`config.mk`:
```
export PLATFORM = sky130hd
export DESIGN_NAME = uart_rx_ovs
export DESIGN_NICKNAME = d
export VERILOG_FILES = /design/src/rtl/uart_pkg.sv /design/src/rtl/uart_os_tick_gen.sv /design/src/rtl/uart_rx_ovs.sv
export SDC_FILE = /design/constraint.sdc
export NUM_CORES = 1
export LEC_CHECK = 0
export CAP_MARGIN = 20
export CORE_MARGIN = 3
export CORE_UTILIZATION = 50
export CTS_CLUSTER_DIAMETER = 120
export DETAILED_ROUTE_END_ITERATION = 10
export PLACE_DENSITY = 0.8
export SLEW_MARGIN = 20
export SYNTH_ARGS = -nofsm -noshare
export SYNTH_HDL_FRONTEND = slang
export SYNTH_SLANG_ARGS = --single-unit
```
`constraint.sdc`:
```
create_clock -name clk -period 1.8 [get_ports clk]
set_clock_uncertainty 0.2 [all_clocks]
set_input_delay 0.18 -clock clk [delete_from_list [all_inputs] [get_ports clk]]
set_output_delay 0.18 -clock clk [all_outputs]
set_load 0.02 [all_outputs]
```
`src/rtl/uart_pkg.sv`:
```
// Shared definitions for the oversampling UART receiver: FSM state codes and the
// fractional baud increment used by the tick generator.
package uart_pkg;

  localparam int unsigned StW = 3;
  typedef logic [StW-1:0] state_t;

  localparam state_t StIdle   = 3'd0;
  localparam state_t StStart  = 3'd1;
  localparam state_t StData   = 3'd2;
  localparam state_t StParity = 3'd3;
  localparam state_t StStop   = 3'd4;

  // Rounded BAUD*OVERSAMPLE*2^ACC_W/CLK_FREQ.
  function automatic longint unsigned uart_inc(input longint unsigned clk_freq,
                                               input longint unsigned baud,
                                               input longint unsigned oversample,
                                               input longint unsigned acc_w);
    longint unsigned num;
    num = baud * oversample * (64'd1 << acc_w);
    return (num + clk_freq / 2) / clk_freq;
  endfunction

endpackage

```
`src/rtl/uart_os_tick_gen.sv`:
```
// Oversample tick generator: phase accumulator whose carry-out is the sample tick.
module uart_os_tick_gen
  import uart_pkg::*;
#(
  parameter int CLK_FREQ   = 50000000,
  parameter int BAUD       = 9600,
  parameter int OVERSAMPLE = 16,
  parameter int ACC_W      = 24
) (
  input  logic clk,
  input  logic rst,
  output logic tick
);

  localparam longint unsigned IncVal = uart_inc(longint'(CLK_FREQ), longint'(BAUD),
                                                longint'(OVERSAMPLE), longint'(ACC_W));
  localparam logic [ACC_W:0] Inc = IncVal[ACC_W:0];

  logic [ACC_W-1:0] acc_q, acc_d;
  logic [ACC_W:0]   sum;
  logic             tick_q, tick_d;

  always_comb begin
    sum    = {1'b0, acc_q} + Inc;
    acc_d  = sum[ACC_W-1:0];
    tick_d = sum[ACC_W];
  end

  always_ff @(posedge clk) begin
    if (rst) begin
      acc_q  <= '0;
      tick_q <= 1'b0;
    end else begin
      acc_q  <= acc_d;
      tick_q <= tick_d;
    end
  end

  assign tick = tick_q;

endmodule

```
`src/rtl/uart_rx_ovs.sv`:
```
// Oversampling UART receiver with 2-of-3 mid-bit majority vote and a one-entry holding
// register. Parity support is compiled in with macro UART_RX_PARITY_EN.
module uart_rx_ovs
  import uart_pkg::*;
#(
  parameter int CLK_FREQ   = 50000000,
  parameter int BAUD       = 9600,
  parameter int DATA_BITS  = 8,
  parameter int STOP_BITS  = 1,
  parameter int OVERSAMPLE = 16,
  parameter int ACC_W      = 24
`ifdef UART_RX_PARITY_EN
  ,
  parameter int PARITY_ODD = 0
`endif
) (
  input  logic                 clk,
  input  logic                 rst,
  input  logic                 RxD,
  output logic [DATA_BITS-1:0] rx_data,
  output logic                 rx_valid,
  input  logic                 rx_ready,
  output logic                 frame_err,
  output logic                 overrun,
  output logic                 parity_err
);

  localparam int CntW = $clog2(OVERSAMPLE);
  localparam logic [CntW-1:0] SampA  = CntW'(OVERSAMPLE / 2 - 1);
  localparam logic [CntW-1:0] SampB  = CntW'(OVERSAMPLE / 2);
  localparam logic [CntW-1:0] SampC  = CntW'(OVERSAMPLE / 2 + 1);
  localparam logic [CntW-1:0] CntMax = CntW'(OVERSAMPLE - 1);
  localparam logic [3:0]      LastBit  = 4'(DATA_BITS - 1);
  localparam logic            LastStop = (STOP_BITS == 2);

  logic tick;

  uart_os_tick_gen #(
    .CLK_FREQ  (CLK_FREQ),
    .BAUD      (BAUD),
    .OVERSAMPLE(OVERSAMPLE),
    .ACC_W     (ACC_W)
  ) u_tick_gen (
    .clk (clk),
    .rst (rst),
    .tick(tick)
  );

  logic [1:0]           sync_q, sync_d;
  logic                 prev_q, prev_d;
  state_t               state_q, state_d;
  logic [CntW-1:0]      cnt_q, cnt_d;
  logic [1:0]           samp_q, samp_d;
  logic [3:0]           bit_q, bit_d;
  logic                 stop_q, stop_d;
  logic [DATA_BITS-1:0] shreg_q, shreg_d;
  logic                 done_q, done_d;
  logic                 ferr_q, ferr_d;
  logic                 ovr_q, ovr_d;
  logic [DATA_BITS-1:0] data_q, data_d;
  logic                 valid_q, valid_d;
`ifdef UART_RX_PARITY_EN
  logic                 par_bad_q, par_bad_d;
  logic                 perr_q, perr_d;
`endif

  logic rxs;
  logic maj;
  logic decide;

  assign rxs    = sync_q[1];
  assign sync_d = {sync_q[0], RxD};
  assign prev_d = rxs;

  // Third vote is the live sample taken on the deciding tick.
  assign maj    = (samp_q[0] & samp_q[1]) | (samp_q[0] & rxs) | (samp_q[1] & rxs);
  assign decide = tick && (cnt_q == SampC) && (state_q != StIdle);

  always_comb begin
    state_d = state_q;
    cnt_d   = cnt_q;
    samp_d  = samp_q;
    bit_d   = bit_q;
    stop_d  = stop_q;
    shreg_d = shreg_q;
    done_d  = 1'b0;
    ferr_d  = 1'b0;
`ifdef UART_RX_PARITY_EN
    par_bad_d = par_bad_q;
    perr_d    = 1'b0;
`endif

    if (state_q == StIdle) begin
      if (prev_q && !rxs) begin
        state_d = StStart;
        cnt_d   = '0;
      end
    end else if (tick) begin
      cnt_d = (cnt_q == CntMax) ? '0 : cnt_q + 1'b1;
      if (cnt_q == SampA) samp_d[0] = rxs;
      if (cnt_q == SampB) samp_d[1] = rxs;
    end

    // State changes happen mid-bit; the free-running count lines up the next bit.
    if (decide) begin
      case (state_q)
        StStart: begin
          if (maj) begin
            state_d = StIdle;
          end else begin
            state_d = StData;
            bit_d   = '0;
          end
        end
        StData: begin
          shreg_d = {maj, shreg_q[DATA_BITS-1:1]};
          if (bit_q == LastBit) begin
`ifdef UART_RX_PARITY_EN
            state_d = StParity;
`else
            state_d = StStop;
`endif
            stop_d  = 1'b0;
          end else begin
            bit_d = bit_q + 1'b1;
          end
        end
`ifdef UART_RX_PARITY_EN
        StParity: begin
          par_bad_d = ((^shreg_q) ^ maj) != (PARITY_ODD != 0);
          state_d   = StStop;
          stop_d    = 1'b0;
        end
`endif
        StStop: begin
          if (!maj) begin
            ferr_d  = 1'b1;
            state_d = StIdle;
          end else if (stop_q == LastStop) begin
            state_d = StIdle;
`ifdef UART_RX_PARITY_EN
            if (par_bad_q) perr_d = 1'b1;
            else           done_d = 1'b1;
`else
            done_d = 1'b1;
`endif
          end else begin
            stop_d = 1'b1;
          end
        end
        default: state_d = StIdle;
      endcase
    end
  end

  // Holding register: a same-cycle transfer frees the slot for an incoming frame.
  always_comb begin
    data_d  = data_q;
    valid_d = valid_q;
    ovr_d   = 1'b0;
    if (valid_q && rx_ready) valid_d = 1'b0;
    if (done_q) begin
      if (!valid_q || rx_ready) begin
        data_d  = shreg_q;
        valid_d = 1'b1;
      end else begin
        ovr_d = 1'b1;
      end
    end
  end

  always_ff @(posedge clk) begin
    if (rst) begin
      sync_q  <= 2'b11;
      prev_q  <= 1'b1;
      state_q <= StIdle;
      cnt_q   <= '0;
      samp_q  <= '0;
      bit_q   <= '0;
      stop_q  <= 1'b0;
      shreg_q <= '0;
      done_q  <= 1'b0;
      ferr_q  <= 1'b0;
      ovr_q   <= 1'b0;
      data_q  <= '0;
      valid_q <= 1'b0;
    end else begin
      sync_q  <= sync_d;
      prev_q  <= prev_d;
      state_q <= state_d;
      cnt_q   <= cnt_d;
      samp_q  <= samp_d;
      bit_q   <= bit_d;
      stop_q  <= stop_d;
      shreg_q <= shreg_d;
      done_q  <= done_d;
      ferr_q  <= ferr_d;
      ovr_q   <= ovr_d;
      data_q  <= data_d;
      valid_q <= valid_d;
    end
  end

`ifdef UART_RX_PARITY_EN
  always_ff @(posedge clk) begin
    if (rst) begin
      par_bad_q <= 1'b0;
      perr_q    <= 1'b0;
    end else begin
      par_bad_q <= par_bad_d;
      perr_q    <= perr_d;
    end
  end

  assign parity_err = perr_q;
`else
  assign parity_err = 1'b0;
`endif

  assign rx_data   = data_q;
  assign rx_valid  = valid_q;
  assign frame_err = ferr_q;
  assign overrun   = ovr_q;

endmodule

```
-- Yosys cells after proc, flatten, opt, wreduce, memory -nomap -nowiden
Index checks and enable logic that the tools add are counted.
- register bits: 62
- bits in latches: 0
- memory bits (writable): 0
- bits in read-only memories: 0
- input port bits: 4
- output and inout bits: 12
- word-level logic and storage cells: 89
- memories: 0
- $add $sub $neg: 3
- $mul: 0
- divide/modulo/power cells: 0
- magnitude comparators: 0
- equal/unequal tests: 13
- shift-type cells: 0
- multiplexer cells: 25
- bitwise gates (word level): 10
- reductions and logical operators: 22
- operators by type and width (operator ; count):
    24-bit by 16-bit adder with 25-bit output, second input constant ; 1
    4-bit two-way mux ; 6
    3-bit two-way mux ; 6
    4-bit == test, second input constant ; 3
    1-bit two-way mux ; 9
    3-bit one-hot mux with 3 select lines ; 1
    4-bit by 1-bit adder with 4-bit output, second input constant ; 2
    4-bit by 3-bit == test with 1-bit output, second input constant ; 2
    2-bit inequality test, second input constant ; 4
    4-bit one-hot mux with 2 select lines ; 1
    4-bit AND reduction ; 2
    2-bit AND reduction ; 3
    3-bit AND reduction ; 2
    2-bit nonzero test ; 3
    1-bit NOT ; 5
    1-bit logical AND ; 4
    4-bit OR reduction ; 1
    1-bit AND ; 3
    3-bit by 1-bit == test with 1-bit output, second input constant ; 1
    3-bit by 2-bit == test with 1-bit output, second input constant ; 1
    3-bit == test, second input constant ; 1
    3-bit zero test ; 1
    3-bit nonzero test ; 1
    3-bit OR reduction ; 1
    7 further kinds ; 9

-- Logic depth before layout (Yosys ltp)
- word-level depth: 8
- mapped depth: 7

-- Hierarchy
From an unflattened synthesis, not the netlist that was laid out.
- cell total of the unflattened synthesis: 286
- area total of the unflattened synthesis: 2653.8 um^2
- modules (own cells, without submodules) (module ; instances ; cells an instance ; area an instance (um^2) ; seq. area each (um^2)):
    uart_rx_ovs ; 1 ; 160 ; 1497.7 ; 720.7
    uart_os_tick_gen ; 1 ; 126 ; 1156.1 ; 460.4

-- Worst setup path before layout
No wires, ideal clock.
- kind: register to register
- start point: reg u_tick_gen.acc_q[2]
- end point: reg u_tick_gen.acc_q[20]
- library setup time: 0.121 ns
- data arrival time: 1.585 ns
- setup slack: -0.106 ns
- stages on the path, launching flop included: 6
- clock period less this slack: 1.906 ns
- cell sequence: dfxtp_1 > ha_1 > o21ai_1 > a2111o_1 > a21oi_1 > mux2_2
- word-level cells in the longest chain between the ends: 1
- RTL lines (item ; line ; source):
    start, declared ; uart_os_tick_gen.sv:19 ; logic [ACC_W-1:0] acc_q, acc_d;
    start signal, assigned ; uart_os_tick_gen.sv:31 ; acc_q <= '0;
    start signal, assigned ; uart_os_tick_gen.sv:34 ; acc_q <= acc_d;
    24-bit by 16-bit adder with 25-bit output ; uart_os_tick_gen.sv:24 ; sum = {1'b0, acc_q} + Inc;
No other way between the ends.
A chain may end at the register's enable or synchronous reset.

-- Worst setup path in the final report
- start point: reg u_tick_gen.acc_q[8]
- end point: reg u_tick_gen.acc_q[18]
Same word-level chain as after synthesis.

==> impl_results.md <==
- CTS H-tree lvls: 3
- Total negative slack: 0 ns
- R2R cell count: 4
- Fin util: 0.6722
- DIE AREA: 6361 um2
- Core Box Area: 5172 um2
- Register area: 1195 um2
- Hold WC Path Type: in -> reg
- Synth Register Bits: 59
- Clk sink count: 59
- Register area share after synthesis: 0.4342
- Crit path to: u_tick_gen.acc_q[18]
- Peak Freq: 565.8 MHz
- Clock Tree Buf Depth: 2
- Max incr delay on CP: 0.46 ns
- R2R setup slack: 0.03 ns
- WP data arrival: 1.79 ns
- Critical register-to-register path startpoint: u_tick_gen.acc_q[8]
- DR pass1 iterations: 4
- Startpoint type of the worst setup path: register
- CP Max Fanout: 4
- Setup WS pre-CTS: -0.01736 ns
- Post-synth EDFFs: 0
- CP cell instances: nor3_1 > a2111o_1 > a21oi_1 > mux2_2
- WL per Instance: 14.90 um
- First-pass GRT wire length: 10490 um
- Die H: 79.76 um
- Multi-input combinational cell area: 1554 um2
- Top post-synthesis cells by count: dfxtp_1, nor2_1, a21oi_1
- DRT iter0 DRCs: 112
- RSZ-0062 raised after global routing: true
- Via-per-instance ratio: 5.764
- Syn Inst Count: 303
- Gr usage total: 0.2077
- Worst Setup SP: u_tick_gen.acc_q[8]
- Initial core utilization: 0.5259
- Syn Nets: 312
- Synth cell types: 58
- Clk_lat worst skew: 0.33 ns
- Final net count: 359
- Final hold slack: 0.1311 ns
- Most common cell in the netlist: dfxtp_1
- Root Buffer: clkbuf_8
- Antenna violations before repair: 0
- Clock Pin Slew Worst Setup and Hold Paths: 0.06 ns
- Leakage: 1.367 nW
- CTS tree: built
- Top FF cell, synth: dfxtp_1
- WHS Path Cells: 3
- # setup viols final: 0
- VDD IR-drop max: 0.0006362 V
- IO buf count: 14
- Avg Inst Size Synth: 8.977 um2
- Setup Fix Bufs, Post-CTS: 0
- Final period util: 0.9819
- Syn-to-layout area delta: 27.83%
- Fill cells: 391
- Synth area leaders: dfxtp_1, mux2i_1, nor2_1
- Number of buffers created by CTS: 9
- Fin cells: 424
- Hold Buf Count CTS: 0
- Ports: 16
- Synth top area share: 0.4342
- DPL Wire Length: 4219 um
- FFs w/ async S/R, synth: 0
- Placed cells: 408
- Power per Cell Area: 886.0 nW/um2
- Vias in the first global route: 2342
- Kind of critical path: reg -> reg
- Final WS setup: 0.03257 ns
- Final Slew Violations: 0
- Largest net degree at the start of global routing: 21
- Worst r2r dst: u_tick_gen.acc_q[18]
- Tmin final: 1.767 ns
- Area leader, netlist: dfxtp_1
- RePlAce Congestion: 0.8667
- Vias: 2444
- Drt drc: 0
- Critical Path RT: 1.82 ns
- Remaining antenna violation count: 0
- Critical Path End Type: register
- GR Overflow Total: 0
- Max cap viols: 0
- Post-Route WL: 6319 um
- Final hold vios: 0
- Synth warn: 0
- Layout cells sized above 1: 0.2373
- Row count: 26
- # diodes: 0
- Status: finished, final reports clean
- Slowest cell on crit path: a2111o_1
- Post-Syn Area: 2720 um2
- Die width: 79.76 um
sequential cells by signal (all words and copies together), names as in the netlist:
name              cells
sync_q                2
done_q                1
bit_q                 4
state_q               3
rx_valid              1
overrun               1
samp_q                2
prev_q                1
u_tick_gen.tick       1
cnt_q                 4
rx_data               8
shreg_q               8
frame_err             1
u_tick_gen.acc_q     22
timing repair:
item | in CTS | in global routing
resized for setup | 3 | 24
cloned | 0 | 1
endpoints found under the setup margin | 4 | 22
pin swaps | 1 | 2
cells in the final DEF, fill, tap and decap left out, types with 3 or more instances in the layout:
cell / n
nand2b_1: 6
or3_1: 3
nand2_1: 8
nor2b_1: 7
nor2_1: 48
o31ai_1: 3
xnor2_1: 5
mux2i_1: 18
dfxtp_1: 52
inv_1: 6
or2_2: 4
dfxtp_2: 5
xor2_1: 3
nand3_1: 8
a211oi_1: 7
mux2_2: 4
nor3_1: 10
nor3b_1: 3
a21oi_1: 19
clkbuf_8: 13
and4_1: 4
nand4_1: 4
and3_1: 3
o21ai_0: 7
clkdlybuf4s50_1: 13
buf_4: 34
worst max-delay path: cells and delay by family, from the launching register on:
family / cells / cell delay (ns)
AOI/OAI and AO/OA: 2 / 0.62
muxes: 1 / 0.34
and+or+nand+nor: 1 / 0.09
DFF: 1 / 0.41
power by group:
group | switching, mW | leakage [nW] | internal [mW]
Clock | 0.487 | 0.109 | 0.784
Combinational | 0.177 | 0.775 | 0.176
Sequential | 0.0865 | 0.483 | 1.37
Total | 0.750 | 1.37 | 2.33
area by class of cell:
class,count,share of cell area
sequential,59,0.3437
tap,70,0.02519
clock buffer,14,0.05254
clock inverter,1,0.008636
multi-input combinational,224,0.4469
timing repair buffer,49,0.1155
inverter,7,0.007557
worst min path at each step:
| stage | startpoint | endpoint | slack (ns) |
|---|---|---|---|
| after CTS | rst | u_tick_gen.acc_q[16] | 0.11 |
| final | rst | u_tick_gen.acc_q[16] | 0.13 |
| after floorplan | RxD | sync_q[0] | 0.08 |
| after global placement | sync_q[0] | sync_q[1] | 0.20 |
| after global routing | rst | u_tick_gen.acc_q[16] | 0.14 |
| after detailed placement | sync_q[0] | sync_q[1] | 0.20 |
cells by family after synthesis:
group / synth area share
simple gates: 0.2452
compound gates: 0.1518
fa+ha+maj: 0.02668
mux: 0.08279
buf+inv: 0.03220
other cells: 0.001379
xor+xnor: 0.02576
flops: 0.4342
routing by layer:
layer  vias up  part of all wire  track usage
met4         0             0.017      0.08277
met1      1189              0.44       0.2409
met3        11             0.036      0.06321
met5         -                 0            0
met2        53              0.51       0.3556
li1       1191                 -            -
through the flow:
step / area [um2] / power, mW
after floorplan: 2746 / 1.683
after global placement: 3163 / 1.808
after detailed placement: 3163 / 1.820
after CTS: 3387 / 3.091
after global routing: 3477 / 3.223
final: 3477 / 3.081
Power figures use the tool's default switching activity.
